## src/rtl/sync_handshake_tx.sv

```systemverilog
// sync_handshake_tx: source side of a toggle req/ack handshake that moves data words out of clk_source.
//   clk_source  in   source clock, all state on its rising edge
//   rst_dest    in   asynchronous active-low reset, shared with the destination so both toggles realign at 0
//   evt_valid   in   word offered
//   evt_data    in   word to send
//   evt_ready   out  block can accept (IDLE); transfer on evt_valid & evt_ready
//   req_toggle  out  flips once per accepted word, crosses to the destination
//   req_data    out  captured word, stable until the next accept
//   ack_toggle  in   asynchronous echo of req_toggle from the destination
//   busy        out  waiting for ack or in error
//   done_pulse  out  one-cycle strobe per acknowledged word
//   sent_cnt    out  acknowledged word count, wraps
//   timeout_err out  high while in the error state
//   err_clr     in   leave the error state
module sync_handshake_tx #(
  parameter int SYNC_STAGE = 3,
  parameter int DATA_W     = 8,
  parameter int TIMEOUT    = 1024,
  parameter int CNT_W      = 16
) (
  input  logic              clk_source,
  input  logic              rst_dest,
  input  logic              evt_valid,
  input  logic [DATA_W-1:0] evt_data,
  output logic              evt_ready,
  output logic              req_toggle,
  output logic [DATA_W-1:0] req_data,
  input  logic              ack_toggle,
  output logic              busy,
  output logic              done_pulse,
  output logic [CNT_W-1:0]  sent_cnt,
  output logic              timeout_err,
  input  logic              err_clr
);
  localparam int TW = (TIMEOUT == 0) ? 1 : $clog2(TIMEOUT + 1);
  localparam logic [TW-1:0] TLAST = TW'((TIMEOUT == 0) ? 0 : TIMEOUT - 1);
  typedef enum logic [1:0] {IDLE, WAIT_ACK, ERR} state_t;
  state_t                r_state, w_next;
  logic [SYNC_STAGE-1:0] r_sync;
  logic [TW-1:0]         r_timer;
  logic                  r_req_toggle, r_done;
  logic [DATA_W-1:0]     r_req_data;
  logic [CNT_W-1:0]      r_cnt;
  logic                  w_ack_sync, w_match, w_expire, w_accept, w_ack_done, w_tmr_clr;
  assign w_ack_sync  = r_sync[SYNC_STAGE-1];
  // ack matches once the synchronised echo equals the toggle we last sent
  assign w_match     = w_ack_sync == r_req_toggle;
  assign w_expire    = (TIMEOUT != 0) && (r_timer == TLAST);
  assign evt_ready   = r_state == IDLE;
  assign busy        = !evt_ready;
  assign timeout_err = r_state == ERR;
  assign req_toggle  = r_req_toggle;
  assign req_data    = r_req_data;
  assign done_pulse  = r_done;
  assign sent_cnt    = r_cnt;
  always_comb begin
    w_next     = r_state;
    w_accept   = 1'b0;
    w_ack_done = 1'b0;
    w_tmr_clr  = 1'b0;
    case (r_state)
      IDLE: if (evt_valid) begin
        w_next   = WAIT_ACK;
        w_accept = 1'b1;
      end
      // ack is checked before the timer so a late-but-arrived ack never raises an error
      WAIT_ACK: if (w_match) begin
        w_next     = IDLE;
        w_ack_done = 1'b1;
      end else if (w_expire) w_next = ERR;
      ERR: if (err_clr) begin
        if (w_match) begin
          w_next     = IDLE;
          w_ack_done = 1'b1;
        end else begin
          w_next    = WAIT_ACK;
          w_tmr_clr = 1'b1;
        end
      end
      default: w_next = IDLE;
    endcase
  end
  always_ff @(posedge clk_source or negedge rst_dest) begin
    if (!rst_dest) begin
      r_state      <= IDLE;
      r_sync       <= '0;
      r_timer      <= '0;
      r_req_toggle <= 1'b0;
      r_req_data   <= '0;
      r_done       <= 1'b0;
      r_cnt        <= '0;
    end else begin
      r_state <= w_next;
      r_sync  <= {r_sync[SYNC_STAGE-2:0], ack_toggle};
      r_done  <= w_ack_done;
      if (w_ack_done) r_cnt <= r_cnt + CNT_W'(1);
      if (w_accept) begin
        r_req_data   <= evt_data;
        r_req_toggle <= ~r_req_toggle;
      end
      // with TIMEOUT==0 the timer never runs and stays at 0
      if (w_accept || w_tmr_clr) r_timer <= '0;
      else if (TIMEOUT != 0 && r_state == WAIT_ACK && !w_match && !w_expire) r_timer <= r_timer + TW'(1);
    end
  end
endmodule
```

## config.mk

```make
export PLATFORM = sky130hd
export DESIGN_NAME = sync_handshake_tx
export DESIGN_NICKNAME = d
export VERILOG_FILES = /design/src/rtl/sync_handshake_tx.sv
export SDC_FILE = /design/constraint.sdc
export NUM_CORES = 1
export LEC_CHECK = 0
export ABC_CLOCK_PERIOD_IN_PS = 3100
export CORE_AREA = 2 2 73 75
export DETAILED_ROUTE_END_ITERATION = 7
export DIE_AREA = 0 0 75 77
export GPL_ROUTABILITY_DRIVEN = 0
export PLACE_DENSITY = 0.68
export REMOVE_ABC_BUFFERS = 1
export SLEW_MARGIN = 25
export SYNTH_ARGS = -nofsm -noshare
export SYNTH_HDL_FRONTEND = slang
export SYNTH_SLANG_ARGS = --single-unit
```

## constraint.sdc

```tcl
create_clock -name clk_source -period 3.1 [get_ports clk_source]
set_input_delay 0.775 -clock clk_source [delete_from_list [all_inputs] [get_ports clk_source]]
set_output_delay 0.775 -clock clk_source [all_outputs]
set_load 0.01 [all_outputs]
```

Yosys cells after proc, flatten, opt, wreduce, memory -nomap -nowiden --
Index checks and enable logic that the tools add are counted.
Word-level totals: logic and storage cells 42, output and inout bits 29, input port bits 13, register bits 42
Operators by class: add/subtract/negate cells 2, multiplexer cells 16, bitwise operators 1, reductions and logical operators 9, equality and inequality tests 7
Operators by type and width (count):
- 11-bit two-way mux | 2
- 16-bit by 1-bit adder with 16-bit output (second input constant) | 1
- 11-bit by 1-bit adder with 11-bit output (second input constant) | 1
- 11-bit by 10-bit == test with 1-bit output (second input constant) | 1
- 1-bit two-way mux | 8
- 2-bit two-way mux | 4
- 2-bit case mux with 3 select lines | 1
- 1-bit zero test | 3
- 3-bit inequality test (second input constant) | 1
- 3-bit AND reduction | 1
- 2-bit by 1-bit == test with 1-bit output (second input constant) | 1
- 2-bit == test (second input constant) | 1
- 1-bit logical AND | 2
- 2-bit zero test | 1
- 2-bit by 1-bit inequality test with 1-bit output (second input constant) | 1
- 2-bit inequality test (second input constant) | 1
- 1-bit case mux with 2 select lines | 1
- 2-bit nonzero test | 1
- 1-bit == test | 1
- 1-bit logical OR | 1
- 1-bit inverter | 1

Longest topological paths before layout --
Gate-level depths: netlist of the first run.
depth after elaboration 6, mapped depth 6, mapped depth without buffers 6

Worst setup path after synthesis of the first run --
OpenSTA, ideal clock, no wires.
kind input to register, start in err_clr, end reg r_cnt[13] (netlist: sent_cnt[13]), required time 3.021 ns, library setup time 0.079 ns, buffers on the path 0, data arrival time 1.756 ns, setup slack 1.264 ns, cell stages on the path 4, cells stage by stage a21oi_1 -> or3_2 -> nor3_1 -> xor2_1
On the way: longest elaborated chain between the ends 2
Ends and longest elaborated chain:
- start, declared | line 33 | input logic err_clr
- 1-bit two-way mux | line 71 | ERR: if (err_clr) begin
- 1-bit case mux with 2 select lines | line 61 | case (r_state)
- end signal, assigned | line 96 | if (w_ack_done) r_cnt <= r_cnt + CNT_W'(1);
- end, declared | line 43 | logic [CNT_W-1:0] r_cnt;
No other way between the ends. A chain may end at the register's enable or synchronous reset.

Worst setup path after layout of the first run --
start reg r_state[0], end out busy
On the way: longest elaborated chain between the ends 2
Ends and longest elaborated chain:
- start, declared | line 38 | state_t r_state, w_next;
- start signal, assigned | line 93 | r_state <= w_next;
- 2-bit zero test | line 49 | assign evt_ready = r_state == IDLE;
- 1-bit zero test | line 50 | assign busy = !evt_ready;
- end, declared | line 29 | output logic busy,
No other way between the ends.

==> results of run 1 <==
[registers in the layout, summed over array words and instances, names as in the netlist]
signal      flops
sent_cnt       16
r_timer        11
req_data        8
r_sync          3
r_state         2
done_pulse      1
req_toggle      1
[cell type report]
type	count	area (sq um)
multi-input cells	122	875.8
flip-flops and latches	42	1051
well taps	70	87.58
clock buffers	7	86.33
repair buffers	43	422.9
clock inverters	1	5.005
fillers	447	2430
inverters	5	18.77
[worst max-delay path, cell delays in order (launching register included)]
cell,delay [ps]
dfrtp_1,400
inv_1,80
ha_1,250
inv_1,80
clkdlybuf4s50_1,540
[power by group through the flow]
stage,Sequential (mW),Combinational (mW),Clock [mW]
3_5_place_dp,0.771,0.656,0
5_1_grt,0.778,0.717,0.396
3_3_place_gp,0.769,0.650,0
4_1_cts,0.761,0.659,0.371
6_report,0.759,0.650,0.360
2_1_floorplan,0.804,0.305,0
[cell usage in the layout (no fill, tap or decap), types with 2 or more instances in the layout]
master and instances:
dfrtp_1 42, clkdlybuf4s50_1 40, nand2_1 10, xnor2_1 10, mux2_2 10, a21oi_1 9
nand4_1 8, nand3_1 8, xor2_1 7, nor2_1 6, nor3_1 6, ha_1 6
clkbuf_8 6, inv_1 5, o31ai_1 5, and3_1 4, o21ai_0 4, or4_1 3
or3_1 3, buf_4 3, nand2b_1 2, o211ai_1 2, or3_2 2, and4_1 2
[worst max-delay path by stage]
| stage | from | endpoint | depth (start not counted) | slack (ps) |
|---|---|---|---|---|
| floorplan | r_timer[0]$_DFFE_PN0P_ | r_state[0]$_DFFE_PN0P_ | 5 | 1180 |
| global placement | err_clr | sent_cnt[6]$_DFFE_PN0P_ | 5 | 630 |
| detailed placement | err_clr | sent_cnt[12]$_DFFE_PN0P_ | 5 | 560 |
| CTS | r_state[0]$_DFFE_PN0P_ | busy | 4 | 670 |
| global route | r_state[1]$_DFFE_PN0P_ | busy | 4 | 600 |
| finish | r_state[0]$_DFFE_PN0P_ | busy | 4 | 680 |
[stage by stage]
step                setup slack [ps]  std cells  hold slack (ps)  power, mW  cell area (sq um)
floorplan                       1176        169            331.2      1.109               1946
finish                         684.8        290            356.1      1.768               2547
detailed placement             557.8        282            341.8      1.427               2454
global route                   596.6        290            368.6      1.891               2547
global placement               630.9        282            335.0      1.419               2454
CTS                            666.2        290            359.0      1.791               2545
[kinds of logic after synthesis]
logic type	synth area share (%)
and+or+nand+nor	18.45
muxes	5.766
DFF	53.81
xor gates and xnor gates	8.456
buffers and inverters	1.346
adders and majority gates	3.844
AOI/OAI and AO/OA	8.328
[routing by layer]
layer | global-route usage (%) | part of all wire, % | wire, microns | vias to the layer above
met5 | 0 | 0 | 0 | -
met4 | 5.893 | 1.6 | 61 | 0
met3 | 5.519 | 5.1 | 189 | 6
met2 | 22.28 | 48 | 1793 | 30
met1 | 20.39 | 45 | 1686 | 703
li1 | - | - | - | 712
==> results.sh, run 1 <==
export IMPL_clock_skew_ps=9.513
export IMPL_ir_drop_mv=0.4295
export IMPL_r2r_slack_ps=970
export IMPL_worstPathArrival_ps=1640
export IMPL_pwr_share_clk_pct=20.3
export IMPL_cts_buffers=5
export IMPL_synth_area_per_cell_sq_um=11.42
export IMPL_grt_pass1_vias=1438
export IMPL_hp_class="reg2reg"
export IMPL_antenna_found_initial=0
export IMPL_finalCriticalPeriod_ps=2415
export IMPL_grt_pass1_wl_microns=6706
export IMPL_cts_tree="done"
export IMPL_synth_distinct_cells=37
export IMPL_synthesis_area_sq_mm=0.001953
export IMPL_async_flop_share_pct=100.0
export IMPL_clk_insertion_delay_late_ps=290
export IMPL_end_kind="output pin"
export IMPL_grt_ovfl_total=0
export IMPL_start_util_pct=39.24
export IMPL_vias=1451
export IMPL_utilization_pct=51.18
export IMPL_viasPerCell=5.003
export IMPL_fmax_ghz=0.4140
export IMPL_p_comb_share_pct=36.7
export IMPL_r2r_cells=6
export IMPL_maxSlewViolCount=0
export IMPL_p_per_area_mw_per_mm2=694.1
export IMPL_hold_path_cell_count=0
export IMPL_crit_fanout=4
export IMPL_ys_seq_elements=42
export IMPL_fp_row_count=26
export IMPL_root_buffer="clkbuf_8"
export IMPL_maxCapViolations=0
export IMPL_run_status="finished, final reports clean"
export IMPL_r2r_end="sent_cnt[12]$_DFFE_PN0P_"
export IMPL_final_hold_violation_count=0
export IMPL_yosysMostFrequentCell="dfrtp_1"
export IMPL_worst_slew_pin_slew_ps=723.8
export IMPL_power_internal_mw=1.201
export IMPL_synth_ff_type="dfrtp_1"
export IMPL_wl_per_cell_microns=12.87
export IMPL_area_growth_pct=30.43
export IMPL_synth_cells=171
export IMPL_nets=238
export IMPL_num_antenna_cells=0
export IMPL_ctsHoldBuffers=0
export IMPL_die_x_microns=75
export IMPL_post_cts_repair_setup_buffers=0
export IMPL_tns_ps=0
export IMPL_yosys_top_cells_area="dfrtp_1 54%, mux2_2 5.8%, xnor2_1 4.5%"
export IMPL_ant_nets=0
export IMPL_cts_resized=0
export IMPL_synth_edf_count=0
export IMPL_worst_setup_hold_path_clk_slew_ps=70
export IMPL_ys_seq_area_share_pct=53.81
export IMPL_clock_sinks=42
export IMPL_drtIter0Drc=54
export IMPL_drive_gt1_share_pct=11.82
export IMPL_dr_pass1_iters=4
export IMPL_port_buffers=41
export IMPL_die_h_microns=77
export IMPL_p_leak_nw=1.071
export IMPL_final_period_utilization_pct=77.91
export IMPL_setup_viol=0
export IMPL_die_area_sq_mm=0.005775
export IMPL_worst_r2r_startpoint="r_state[1]$_DFFE_PN0P_"
export IMPL_start_kind="register"
export IMPL_core_sq_mm=0.004977
export IMPL_htreeDepth=2
export IMPL_min_from="r_sync[0]$_DFF_PN0_"
export IMPL_switching_power_mw=0.5672
export IMPL_worstSetupPathType="reg2out"
export IMPL_seqPwrFrac_pct=42.9
export IMPL_yosys_warnings=0
export IMPL_hold_end="r_sync[1]$_DFF_PN0_"
export IMPL_top_level_ports=42
export IMPL_track_usage_pct=15.23
export IMPL_slew_headroom_pct=51.38
export IMPL_grt_max_degree=43
export IMPL_required_ps=2320
export IMPL_synth_common_cells="42 x dfrtp_1, 10 x mux2_2, 10 x nand2_1, 10 x xnor2_1, 9 x a21oi_1"
export IMPL_drc=0
export IMPL_routed_wl_microns=3731
export IMPL_synth_top_cell_by_area="dfrtp_1"
export IMPL_dp_hpwl_microns=2670
export IMPL_power_switching_share_pct=32.08
export IMPL_rsz0062_at_grt="false"
export IMPL_clockBufferDepth=2
export IMPL_synth_top_area_share_pct=53.81
Note: power is estimated with default switching activity, not from simulation.
==> run 2: changes to the inputs <==
--- a/config.mk
+++ b/config.mk
@@ -5,12 +5,12 @@
 export SDC_FILE = /design/constraint.sdc
 export NUM_CORES = 1
 export LEC_CHECK = 0
-export ABC_CLOCK_PERIOD_IN_PS = 3100
+export ABC_CLOCK_PERIOD_IN_PS = 2000
 export CORE_AREA = 2 2 73 75
 export DETAILED_ROUTE_END_ITERATION = 7
 export DIE_AREA = 0 0 75 77
 export GPL_ROUTABILITY_DRIVEN = 0
-export PLACE_DENSITY = 0.68
+export PLACE_DENSITY = 0.71
 export REMOVE_ABC_BUFFERS = 1
 export SLEW_MARGIN = 25
 export SYNTH_ARGS = -nofsm -noshare
==> constraint.sdc (replaced) <==
create_clock -name clk_source -period 2 [get_ports clk_source]
set_input_delay 0.5 -clock clk_source [delete_from_list [all_inputs] [get_ports clk_source]]
set_output_delay 0.5 -clock clk_source [all_outputs]
set_load 0.01 [all_outputs]
==> run 2 against run 1 <==
Against the previous run:
- combinational power grew 66%
- clock power grew 80%
- die area is the same
- sequential power grew 54%
- non-clock buffer count grew 12
- clock-buffer cell count is the same
- worst setup slack lost 540 ps
==> results.sh, run 2 (synthesis gave the netlist of run 1 again) <==
export IMPL_grt_use_met2_pct=24.12
export IMPL_multi_input_area_sq_um=880.8
export IMPL_clk_insertion_delay_late_ps=290
export IMPL_top_level_ports=42
export IMPL_slew_headroom_pct=65.24
export IMPL_nets=250
export IMPL_pre_cts_ws_ps=-115.4
export IMPL_r2r_cells=6
export IMPL_worst_setup_hold_path_clk_slew_ps=70
export IMPL_grt_max_degree=43
export IMPL_start_kind="register"
export IMPL_rsz0062_at_grt="false"
export IMPL_worst_slew_pin_slew_ps=521.4
export IMPL_cts_buffers=5
export IMPL_antenna_found_initial=0
export IMPL_met3_usage_pct=3.811
export IMPL_track_usage_pct=15.36
export IMPL_p_per_area_mw_per_mm2=1094
export IMPL_ir_drop_mv=0.7018
export IMPL_layout_common_cells="42 x dfrtp_1, 37 x clkdlybuf4s50_1, 14 x buf_4"
export IMPL_routed_wl_microns=3869
export IMPL_viasPerCell=5.076
export IMPL_fillerInstances=447
export IMPL_final_cells=302
export IMPL_start_util_pct=39.24
export IMPL_final_common_cell="dfrtp_1"
export IMPL_dp_hpwl_microns=2827
export IMPL_finalCriticalPeriod_ps=1854
export IMPL_fmax_ghz=0.5393
export IMPL_worstPathArrival_ps=1350
export IMPL_drc=0
export IMPL_die_x_microns=75
export IMPL_r2r_end="sent_cnt[13]$_DFFE_PN0P_"
export IMPL_clock_skew_ps=5.824
export IMPL_r2r_slack_ps=180
export IMPL_maxSlewViolCount=0
export IMPL_critPathSlowestCell="dfrtp_1"
export IMPL_end_kind="output pin"
export IMPL_largest_reg_flops=16
export IMPL_crit_top_cell="inv_1"
export IMPL_cts_tree="done"
export IMPL_final_period_utilization_pct=92.72
export IMPL_ant_nets=0
export IMPL_required_ps=1500
export IMPL_grt_ovfl_total=0
export IMPL_worstPathCellList="inv_1 -> ha_1 -> inv_1 -> dlygate4sd2_1"
export IMPL_worstSetupPathType="reg2out"
export IMPL_hp_class="in2async"
export IMPL_crit_fanout=4
export IMPL_port_buffers=41
export IMPL_top_usage_layer="met2"
export IMPL_htreeDepth=2
export IMPL_grtUsageMet1_pct=20.15
export IMPL_area_growth_pct=35.75
export IMPL_worst_r2r_startpoint="r_state[1]$_DFFE_PN0P_"
export IMPL_vias=1533
export IMPL_clockBufferDepth=2
export IMPL_final_hold_violation_count=0
export IMPL_grt_pass1_wl_microns=6969
export IMPL_max_stage_delay_ps=410
export IMPL_wl_per_cell_microns=12.81
export IMPL_dr_pass1_iters=4
export IMPL_die_area_sq_mm=0.005775
export IMPL_drtIter0Drc=64
export IMPL_run_status="finished, final reports clean"
export IMPL_setup_viol=0
export IMPL_core_sq_mm=0.004977
export IMPL_maxCapViolations=0
export IMPL_root_buffer="clkbuf_8"
export IMPL_p_leak_nw=1.142
export IMPL_clock_sinks=42
export IMPL_grt_pass1_vias=1566
export IMPL_ff_latch_area_sq_mm=0.001051
export IMPL_ctsHoldBuffers=0
export IMPL_fp_row_count=26
export IMPL_die_h_microns=77
export IMPL_tns_ps=0
export IMPL_worst_slack_ps=145.6
export IMPL_dp_cells=292
export IMPL_utilization_pct=53.27
export IMPL_drive_gt1_share_pct=16.38
export IMPL_num_antenna_cells=0
## run 2: what timing repair did
action	4_1_cts	5_1_grt
gates resized for setup	3	1
setup endpoints to repair	3	1
setup buffers	2	0
## run 2: worst max path at each step
stage	from	slack, ps	endpoint
floorplan	r_timer[0]$_DFFE_PN0P_	80	r_state[0]$_DFFE_PN0P_
CTS	r_state[1]$_DFFE_PN0P_	140	busy
detailed placement	err_clr	-120	sent_cnt[13]$_DFFE_PN0P_
finish	r_state[1]$_DFFE_PN0P_	150	busy
global placement	err_clr	-100	sent_cnt[13]$_DFFE_PN0P_
global route	r_timer[0]$_DFFE_PN0P_	30	r_timer[3]$_DFFE_PN0P_
## run 2: where the power goes
group | internal [mW] | switching, mW
combinational | 0.603 | 0.476
sequential | 1.03 | 0.142
clock | 0.373 | 0.276
total | 2.01 | 0.894
## run 2: layer usage
metal | up-vias | part of all wire [%] | wire (microns)
met4 | 0 | 1.8 | 68
met5 | - | 0 | 0
li1 | 741 | - | -
met1 | 760 | 47 | 1801
met3 | 6 | 3.2 | 123
met2 | 26 | 48 | 1875
## run 2: critical path, delay by kind of cell, from the launching register on
| family | cells | cell delay (ps) |
|---|---|---|
| DFF | 1 | 410 |
| adders and majority gates | 1 | 210 |
| buffers and inverters | 3 | 450 |
## run 2: cell type report
type,count,area share (%)
Timing Repair Buffer,55,19.11
Clock buffer,7,2.879
Multi-Input combinational cell,122,33.22
Inverter,5,0.7079
Clock inverter,1,1.133
Sequential cell,42,39.64
Tap cell,70,3.303
## run 2: through the flow
stage / cell area [sq um] / power [mW] / hold slack [ps]
after detailed placement: 2529 / 2.277 / 334.7
final: 2651 / 2.900 / 260.3
after global placement: 2529 / 2.259 / 334.7
after floorplan: 1946 / 1.719 / 204.4
after global routing: 2651 / 3.079 / 313.5
after CTS: 2646 / 2.948 / 285.0
